**config.mk**
```make
export PLATFORM = sky130hd
export DESIGN_NAME = riscv_fetch
export DESIGN_NICKNAME = d
export VERILOG_FILES = /design/src/rtl/riscv_fetch.sv
export SDC_FILE = /design/constraint.sdc
export NUM_CORES = 1
export LEC_CHECK = 0
export ABC_AREA = 1
export BUFFER_PORTS_ARGS = -buffer_cell sky130_fd_sc_hd__buf_4
export CAP_MARGIN = 20
export CELL_PAD_IN_SITES_DETAIL_PLACEMENT = 0
export CELL_PAD_IN_SITES_GLOBAL_PLACEMENT = 1
export CORE_ASPECT_RATIO = 0.8
export CORE_MARGIN = 8
export CORE_UTILIZATION = 35
export DETAILED_ROUTE_END_ITERATION = 8
export PLACE_DENSITY = 0.64
export SKIP_CTS_REPAIR_TIMING = 1
export SLEW_MARGIN = 10
export SYNTH_ARGS = -nofsm -noshare
export SYNTH_HDL_FRONTEND = slang
export SYNTH_SLANG_ARGS = --single-unit
```
**constraint.sdc**
```tcl
create_clock -name clk_i -period 17.74 [get_ports clk_i]
set_input_delay 1.774 -clock clk_i [delete_from_list [all_inputs] [get_ports clk_i]]
set_output_delay 1.774 -clock clk_i [all_outputs]
set_load 0.05 [all_outputs]
```
**src/rtl/riscv_fetch.sv**
```systemverilog
// Instruction fetch: in-order icache reads, buffered {pc, instr} handed to decode under valid/accept.
// Credit (in-flight + buffered <= FIFO_DEPTH) keeps responses unthrottled; min request-to-valid 2 cycles.
module riscv_fetch #(
  parameter int FIFO_DEPTH = 2
) (
  input  logic        clk_i,
  input  logic        rst_i,
  input  logic        fetch_branch_i,
  input  logic [31:0] fetch_branch_pc_i,
  output logic        fetch_valid_o,
  output logic [31:0] fetch_instr_o,
  output logic [31:0] fetch_pc_o,
  input  logic        fetch_accept_i,
  output logic        icache_rd_o,
  output logic [31:0] icache_pc_o,
  input  logic        icache_accept_i,
  input  logic        icache_valid_i,
  input  logic [31:0] icache_inst_i
);

  localparam int AW = (FIFO_DEPTH > 1) ? $clog2(FIFO_DEPTH) : 1;
  localparam int CW = AW + 1;
  localparam logic [CW:0]   DEPTH_U = FIFO_DEPTH[CW:0];
  localparam logic [AW-1:0] PTR_ONE = 1;
  localparam logic [0:0]    ST_IDLE = 1'b0;
  localparam logic [0:0]    ST_RUN  = 1'b1;

  logic [0:0]    state_q, state_d;
  logic [31:0]   pc_q, pc_d;
  logic [CW-1:0] pending_q, pending_d;
  logic [CW-1:0] discard_q, discard_d;
  logic [CW-1:0] count_q, count_d;
  logic [AW-1:0] tag_wr_q, tag_rd_q, buf_wr_q, buf_rd_q;
  logic [31:0]   tag_mem_q   [FIFO_DEPTH];
  logic [31:0]   buf_pc_q    [FIFO_DEPTH];
  logic [31:0]   buf_instr_q [FIFO_DEPTH];

  logic [CW:0] used;
  logic        req_fire, rsp_fire, rsp_drop, buf_push, buf_pop;

  assign fetch_valid_o = (count_q != '0);
  assign fetch_instr_o = fetch_valid_o ? buf_instr_q[buf_rd_q] : 32'h0;
  assign fetch_pc_o    = fetch_valid_o ? buf_pc_q[buf_rd_q]    : 32'h0;
  assign icache_pc_o   = pc_q;

  always_comb begin
    used        = {1'b0, pending_q} + {1'b0, count_q};
    icache_rd_o = (state_q == ST_RUN) && (used < DEPTH_U) && !fetch_branch_i;
    req_fire    = icache_rd_o && icache_accept_i;
    // A response with nothing outstanding is a protocol error and is ignored.
    rsp_fire    = icache_valid_i && (pending_q != '0);
    rsp_drop    = rsp_fire && (discard_q != '0);
    buf_push    = rsp_fire && !rsp_drop && !fetch_branch_i;
    buf_pop     = fetch_valid_o && fetch_accept_i && !fetch_branch_i;

    pending_d = pending_q + {{(CW-1){1'b0}}, req_fire} - {{(CW-1){1'b0}}, rsp_fire};
    // On redirect every request still outstanding after this edge is stale.
    discard_d = fetch_branch_i ? pending_d
                               : discard_q - {{(CW-1){1'b0}}, rsp_drop};
    count_d   = fetch_branch_i ? '0
                               : count_q + {{(CW-1){1'b0}}, buf_push} - {{(CW-1){1'b0}}, buf_pop};

    pc_d    = pc_q;
    state_d = state_q;
    if (fetch_branch_i) begin
      pc_d    = {fetch_branch_pc_i[31:2], 2'b00};
      state_d = ST_RUN;
    end else if (req_fire) begin
      pc_d = pc_q + 32'd4;
    end
  end

  always_ff @(posedge clk_i or negedge rst_i) begin
    if (!rst_i) begin
      state_q   <= ST_IDLE;
      pc_q      <= 32'h0;
      pending_q <= '0;
      discard_q <= '0;
      count_q   <= '0;
      tag_wr_q  <= '0;
      tag_rd_q  <= '0;
      buf_wr_q  <= '0;
      buf_rd_q  <= '0;
    end else begin
      state_q   <= state_d;
      pc_q      <= pc_d;
      pending_q <= pending_d;
      discard_q <= discard_d;
      count_q   <= count_d;
      if (req_fire) tag_wr_q <= tag_wr_q + PTR_ONE;
      if (rsp_fire) tag_rd_q <= tag_rd_q + PTR_ONE;
      if (fetch_branch_i) begin
        buf_wr_q <= '0;
        buf_rd_q <= '0;
      end else begin
        if (buf_push) buf_wr_q <= buf_wr_q + PTR_ONE;
        if (buf_pop)  buf_rd_q <= buf_rd_q + PTR_ONE;
      end
    end
  end

  // Storage needs no reset: occupancy and pending counters gate every read.
  always_ff @(posedge clk_i) begin
    if (req_fire) tag_mem_q[tag_wr_q] <= pc_q;
    if (buf_push) begin
      buf_pc_q[buf_wr_q]    <= tag_mem_q[tag_rd_q];
      buf_instr_q[buf_wr_q] <= icache_inst_i;
    end
  end

endmodule

```
# After elaboration in Yosys (flattened, before gate mapping)
# Memory sizes are Yosys's and may differ from the RTL's.
# Cells that the tools add are included.
# totals
mem_count	3
out_inout_bits	98
reg_bits	43
word_cells	55
mem_bits_rw	192
# op_classes
n_mux	14
reduce_logical	17
n_lt_le_gt_ge	1
add_sub_neg	11
# memory_table
memory	depth	word_bits	read_ports	rd_clocked_by_memory_dff	wr	line	source
buf_instr_q	2	32	1	0	1	36	logic [31:0] buf_instr_q [FIFO_DEPTH];
buf_pc_q	2	32	1	0	1	35	logic [31:0] buf_pc_q [FIFO_DEPTH];
tag_mem_q	2	32	1	0	1	34	logic [31:0] tag_mem_q [FIFO_DEPTH];
# op_table
op	count
$mux W32	4
$add A32 B3 Y32 const B	1
$reduce_bool A2 Y1	6
$logic_and A1 B1 Y1	9
$mux W1	8
$sub A2 B1 Y2	3
$add A1 B1 Y1 const B	4
$add A2 B1 Y2	2
$mux W2	2
$add A2 B2 Y3	1
$lt A3 B2 Y1 const B	1
$logic_not A1 Y1	2

# Longest topological paths before layout
# Gate-level depths: netlist of the first run.
# logic_depth
ltp_word	9
mapped_depth	12
depth_no_buf	12

# Least setup slack after synthesis of the first run
# No wires, ideal clock.
# synth_timing
kind	input-to-reg
start	input port icache_valid_i
end	memory buf_instr_q[1][0], enable pin
stages	2
t_arrival_ps	7871
slack_ps	9233
cell_sequence	o21ai_0 -> nor4_1
# synth_via
elab_chain_cells	7
# synth_rtl
element	line	source
start, declared	17	input logic icache_valid_i,
$logic_and A1 B1 Y1 (*)	51	rsp_fire = icache_valid_i && (pending_q != '0);
$logic_and A1 B1 Y1	52	rsp_drop = rsp_fire && (discard_q != '0);
$logic_not A1 Y1	53	buf_push = rsp_fire && !rsp_drop && !fetch_branch_i;
$logic_and A1 B1 Y1 (*) (2 in a row)	53	
$mux W1 (*)	105	if (buf_push) begin
$mux W1 (not written as such) (*)	107	buf_instr_q[buf_wr_q] <= icache_inst_i;
end, declared	36	
# Every way passes the cells marked *; elsewhere a longest branch is shown, timed or not.

# Final worst setup path of the first run
# layout_timing
start	input port fetch_branch_i
end	output port icache_rd_o
# layout_via
elab_chain_cells	2
# layout_rtl
element	line	source
start, declared	8	input logic fetch_branch_i,
$logic_not A1 Y1	48	icache_rd_o = (state_q == ST_RUN) && (used < DEPTH_U) && !fetch_branch_i;
$logic_and A1 B1 Y1	48	
end, declared	14	output logic icache_rd_o,
# No other way between the ends.

==> flow_metrics.py, run 1 <==
metrics = {
    "outcome": {
        "status": "complete, no violations",
    },
    "routing": {
        "dr.pass1.iters": 5,
        "ant_nets": 0,
        "wl_per_cell_um": 16.4,
        "num_vias": 6540,
        "viasPerCell": 4.53,
        "finalWirelength_um": 23700,
        "drt_iter0_drc": 284,
        "drc_errors": 0,
    },
    "timing": {
        "maxSlewHeadroom_pct": 29.7,
        "finalSetupViolCount": 0,
        "finalSetupTns_ns": 0,
        "post-route-period-util_pct": 25.0,
        "tightest_slew_ns": 1.05,
        "fin_crit_ns": 4.44,
        "fmax_mhz": 225,
        "drv_slew": 0,
        "hold_violations": 0,
        "rsz0062_at_grt": "no",
        "worst_slack_ns": 13.30,
        "skew_ns": 0.0132,
    },
    "logic_synthesis": {
        "netlist_area_um2": 9590,
        "yosys_warnings": 0,
        "synth-seq-cells": 225,
        "syn_area_per_cell_um2": 10.7,
        "synthFlopType": "edfxtp_1",
        "syn-instance-count": 900,
        "synth_cell_types": 34,
        "seq_area_frac_synth_pct": 68.3,
        "synth_edf_count": 184,
        "synthArstFlopShare_pct": 18.2,
    },
    "final_layout": {
        "layout_commonest_cell": "nand2_1",
        "syn_to_final_growth_pct": 25.0,
        "layout.nets": 1139,
        "layout_common_cells": "nand2_1, edfxtp_1, buf_4, a21oi_1, nand3_1",
        "drive_above_1_share_pct": 22.0,
        "n_antenna_cell": 0,
    },
    "global_route": {
        "gr-usage-met3_pct": 2.84,
        "grt-busiest-layer": "met1",
        "grt_pass1_vias": 6307,
        "grt_max_degree": 64,
        "grt_util_all_layers_pct": 14.2,
        "grt_overflow": 0,
        "antenna_found_initial": 0,
        "grt_pass1_wl_um": 37000,
        "gr-usage-met2_pct": 19.4,
        "groute.layer.met1.usage_pct": 22.4,
    },
    "clock_network": {
        "tritoncts": "built",
        "cts_root_buf": "clkbuf_16",
        "cts_max_level": 1,
        "cts.clk_slew.worst_paths_ns": 0.06,
        "clk_latency_ns": 0.52,
        "cts_buffer_depth": 3,
        "numCtsBuffers": 25,
        "cts_sinks": 225,
    },
    "setup_path": {
        "cp_max_fo": 38,
        "critPathMaxStageDelay_ns": 0.25,
        "crit_chain": "buf_4 > inv_4 > nand2_1 > nor3_1 > buf_4",
        "cp.arrival_ns": 2.66,
        "rrSetupSlack_ns": 15.25,
        "worst-setup-path-type": "in -> out",
        "path_common_cell": "buf_4",
        "critPathLaunchType": "primary input",
        "cp-end-kind": "output pin",
        "worstPathRequired_ns": 15.97,
        "crit_slowest_cell": "buf_4",
    },
    "floorplanning": {
        "ios": 168,
        "die_h_um": 164,
        "die-area_um2": 33000,
        "die_x_um": 201,
        "placeableCoreArea_um2": 27100,
        "rows": 54,
        "initial_core_util_pct": 35.4,
    },
    "power": {
        "p_leak_uw": 0.00489,
        "peakVddDrop_v": 0.0000792,
        "power_density_nw_per_um2": 146,
    },
    "min_path": {
        "worst_hold_path_type": "reg -> reg",
    },
    "flow_run": {
        "cap_violations": 0,
    },
    "placed_design": {
        "gp_congestion": 0.756,
        "hpwl_um": 15700,
        "dp_slack_ns": 13.27,
        "port_buffers": 161,
    },
}
-- kinds of logic (layout without fill, tap and decap cells) --
| kind of cell | count (synthesis) | count (layout) | share of synthesized area (%) |
|---|---|---|---|
| adders and majority gates | 7 | 7 | 0.992 |
| AOI/OAI and AO/OA | 95 | 95 | 5.29 |
| other | 1 | 4 | 0.0391 |
| xor gates and xnor gates | 11 | 11 | 1.00 |
| and+or+nand+nor | 472 | 472 | 20.4 |
| buffers and inverters | 89 | 265 | 3.90 |
| DFF | 225 | 225 | 68.3 |
-- cell type report --
cell class,count,area (µm²)
multi-input combinational,589,2700
clock buffer,29,641
timing repair buffer,169,1290
inverter,52,198
sequential,225,6550
tap,364,455
clock inverter,15,156
fill,2555,15100
-- state kept, by name, indices dropped and copies added, names as in the netlist --
signal and count:
buf_instr_q 64, buf_pc_q 60, buf_rd_q 1, buf_wr_q 1, count_q 2, discard_q 2
icache_pc_o 30, pending_q 2, state_q 1, tag_mem_q 60, tag_rd_q 1, tag_wr_q 1
-- cells in the mapped netlist (all sizes together), types with 6 or more instances --
master  instances  area (µm²)
nor2           51         251
inv            52         198
nand3          49         245
buf            17         101
ha              6        75.1
xnor2           6        52.6
nand2         362        1390
o21bai          8        60.1
dfrtp          41        1030
a21oi          64         320
clkbuf         20        75.1
o21ai          18        90.1
edfxtp        184        5530
-- stage by stage --
| step | power (µW) | hold WS (ns) | util, % | std cells | instance area, µm² |
|---|---|---|---|---|---|
| 3_3_place_gp | 1250 | 0.518 | 41.2 | 1398 | 11200 |
| 3_5_place_dp | 1260 | 0.517 | 41.2 | 1398 | 11200 |
| 6_report | 1750 | 0.525 | 44.2 | 1443 | 12000 |
| 5_1_grt | 1840 | 0.557 | 44.2 | 1443 | 12000 |
| 4_1_cts | 1760 | 0.519 | 44.1 | 1442 | 12000 |
| 2_1_floorplan | 1080 | 0.460 | - | 903 | 9600 |
-- layer usage --
layer | vias to the layer above | wire, µm
met5 | - | 0
met4 | 0 | 390
met3 | 24 | 1370
met2 | 175 | 9650
met1 | 3015 | 12300
li1 | 3326 | -
-- final timing paths --
check | start | to | cells after the start
min reg2reg | tag_mem_q[0][2] | buf_pc_q[0][2] | 2
min in group asynchronous | rst_i | icache_pc_o[24] | 1
max | fetch_branch_i | icache_rd_o | 5
max in group asynchronous | rst_i | buf_rd_q | 1
max reg2reg | count_q[0] | discard_q[1] | 12
min | tag_mem_q[0][2] | buf_pc_q[0][2] | 2
-- report_power, final --
part           switching (µW)  internal, µW  total [µW]
sequential               63.9           659         723
combinational             375           146         521
clock                     201           301         502
total                     639          1110        1750
-- critical path, delay by kind of cell --
kind                   cells  cell delay, ns
buffers and inverters      3            0.65
and+or+nand+nor            2            0.23
(Power assumes the default switching activity.)
==> run 2, diff against run 1 <==
==> constraint.sdc (replaced) <==
create_clock -name clk_i -period 4.28 [get_ports clk_i]
set_input_delay 0.428 -clock clk_i [delete_from_list [all_inputs] [get_ports clk_i]]
set_output_delay 0.428 -clock clk_i [all_outputs]
set_load 0.05 [all_outputs]
==> flow_metrics.py, run 2 (synthesis gave the netlist of run 1 again) <==
metrics = {
    "outcome": {
        "status": "complete, no violations",
    },
    "global_route": {
        "antenna_found_initial": 0,
        "grt_util_all_layers_pct": 14.3,
        "grt_pass1_vias": 6537,
        "grt_max_degree": 63,
        "grt_overflow": 0,
        "grt_pass1_wl_um": 37600,
    },
    "placed_design": {
        "port_buffers": 161,
        "hpwl_um": 15900,
        "dp.cells": 1399,
        "gp_congestion": 0.779,
    },
    "clock_network": {
        "tritoncts": "built",
        "numCtsBuffers": 25,
        "cts_sinks": 225,
        "cts.clk_slew.worst_paths_ns": 0.06,
        "cts_max_level": 1,
        "cts_root_buf": "clkbuf_16",
        "cts_buffer_depth": 3,
        "clk_latency_ns": 0.50,
    },
    "routing": {
        "finalWirelength_um": 24000,
        "viasPerCell": 4.57,
        "num_vias": 6585,
        "drt_iter0_drc": 270,
        "dr.pass1.iters": 4,
        "wl_per_cell_um": 16.6,
        "drc_errors": 0,
        "ant_nets": 0,
    },
    "setup_path": {
        "worstPathRequired_ns": 3.85,
        "endpoint": "fetch_instr_o[26]",
        "crit-reg2reg-capture": "discard_q[1]",
        "critPathLaunchType": "flip-flop",
        "cp-end-kind": "output pin",
        "cp.arrival_ns": 2.45,
        "cp_max_fo": 42,
        "critical_path.startpoint": "buf_rd_q",
        "worst-setup-path-type": "reg -> out",
        "reg2reg_depth": 12,
        "rr_startpoint": "count_q[0]",
        "rrSetupSlack_ns": 1.78,
    },
    "floorplanning": {
        "die_h_um": 164,
        "rows": 54,
        "ios": 168,
        "placeableCoreArea_um2": 27100,
        "initial_core_util_pct": 35.4,
        "die_x_um": 201,
        "die-area_um2": 33000,
    },
    "final_layout": {
        "layout.cells.non_filler": 1441,
        "top_register": "buf_instr_q",
        "reg_top3": "buf_instr_q x64, buf_pc_q x60, tag_mem_q x60",
        "multi_input_area_um2": 2710,
        "layout.nets": 1140,
        "layout_commonest_cell": "nand2_1",
        "nFillCells": 2629,
        "fin_util_pct": 44.1,
        "layout_common_cells": "nand2_1, edfxtp_1, buf_4, a21oi_1, nand3_1",
        "regArea_um2": 6550,
        "drive_above_1_share_pct": 21.8,
        "largest_reg_flops": 64,
        "n_antenna_cell": 0,
        "syn_to_final_growth_pct": 24.6,
    },
    "flow_run": {
        "cap_violations": 0,
    },
    "power": {
        "p_leak_uw": 0.00487,
        "power_density_nw_per_um2": 599,
        "peakVddDrop_v": 0.000314,
    },
    "timing": {
        "finalSetupViolCount": 0,
        "skew_ns": 0.00954,
        "finalSetupTns_ns": 0,
        "hold_violations": 0,
        "whs_ns": 0.113,
        "drv_slew": 0,
        "rsz0062_at_grt": "no",
        "maxSlewHeadroom_pct": 32.8,
        "fin_crit_ns": 2.88,
        "fmax_mhz": 347,
        "tightest_slew_ns": 1.01,
        "post-route-period-util_pct": 67.3,
    },
    "min_path": {
        "worst_hold_path_type": "in -> reg",
    },
}
run 2: layer usage:
metal  vias to the layer above  global-route usage [%]  wire, µm
met5                         -                       0         0
met4                         0                    2.40       318
met3                        22                    3.53      1590
met2                       167                    21.0     10000
met1                      3078                    21.5     12100
li1                       3318                       -         -
run 2: worst min path at each step:
stage,start,end,slack [ns],depth (start not counted)
global route,icache_inst_i[23],buf_instr_q[1][23],0.09,1
CTS,rst_i,icache_pc_o[27],-0.08,1
finish,icache_inst_i[26],buf_instr_q[0][26],0.11,1
floorplan,rst_i,buf_rd_q,0.13,0
global placement,rst_i,icache_pc_o[27],0.47,1
detailed placement,rst_i,icache_pc_o[27],0.47,1
run 2: through the flow:
stage	total power (µW)	setup slack, ns	instance area [µm²]
floorplan	4470	0.182	9610
global placement	5210	1.79	11200
detailed placement	5230	1.76	11200
CTS	7250	1.30	11900
global route	7550	1.18	11900
finish	7150	1.40	11900
run 2: worst max-delay path, cell delays in order (launching register included):
cell	delay [ns]
dfrtp_2	0.40
inv_2	0.57
buf_4	0.41
nand2_1	0.09
a21oi_1	0.21
buf_4	0.24
run 2: final cells by class:
cell class | instances | area share, %
multi-input combinational | 589 | 22.6
clock buffer | 31 | 5.51
inverter | 52 | 1.65
tap | 364 | 3.81
timing repair buffer | 170 | 10.7
clock inverter | 10 | 0.838
sequential | 225 | 54.8
run 2: where the power goes:
part	total [µW]	switching, µW	internal (µW)
Sequential	2940	205	2730
Combinational	2210	1630	588
Clock	2000	805	1200
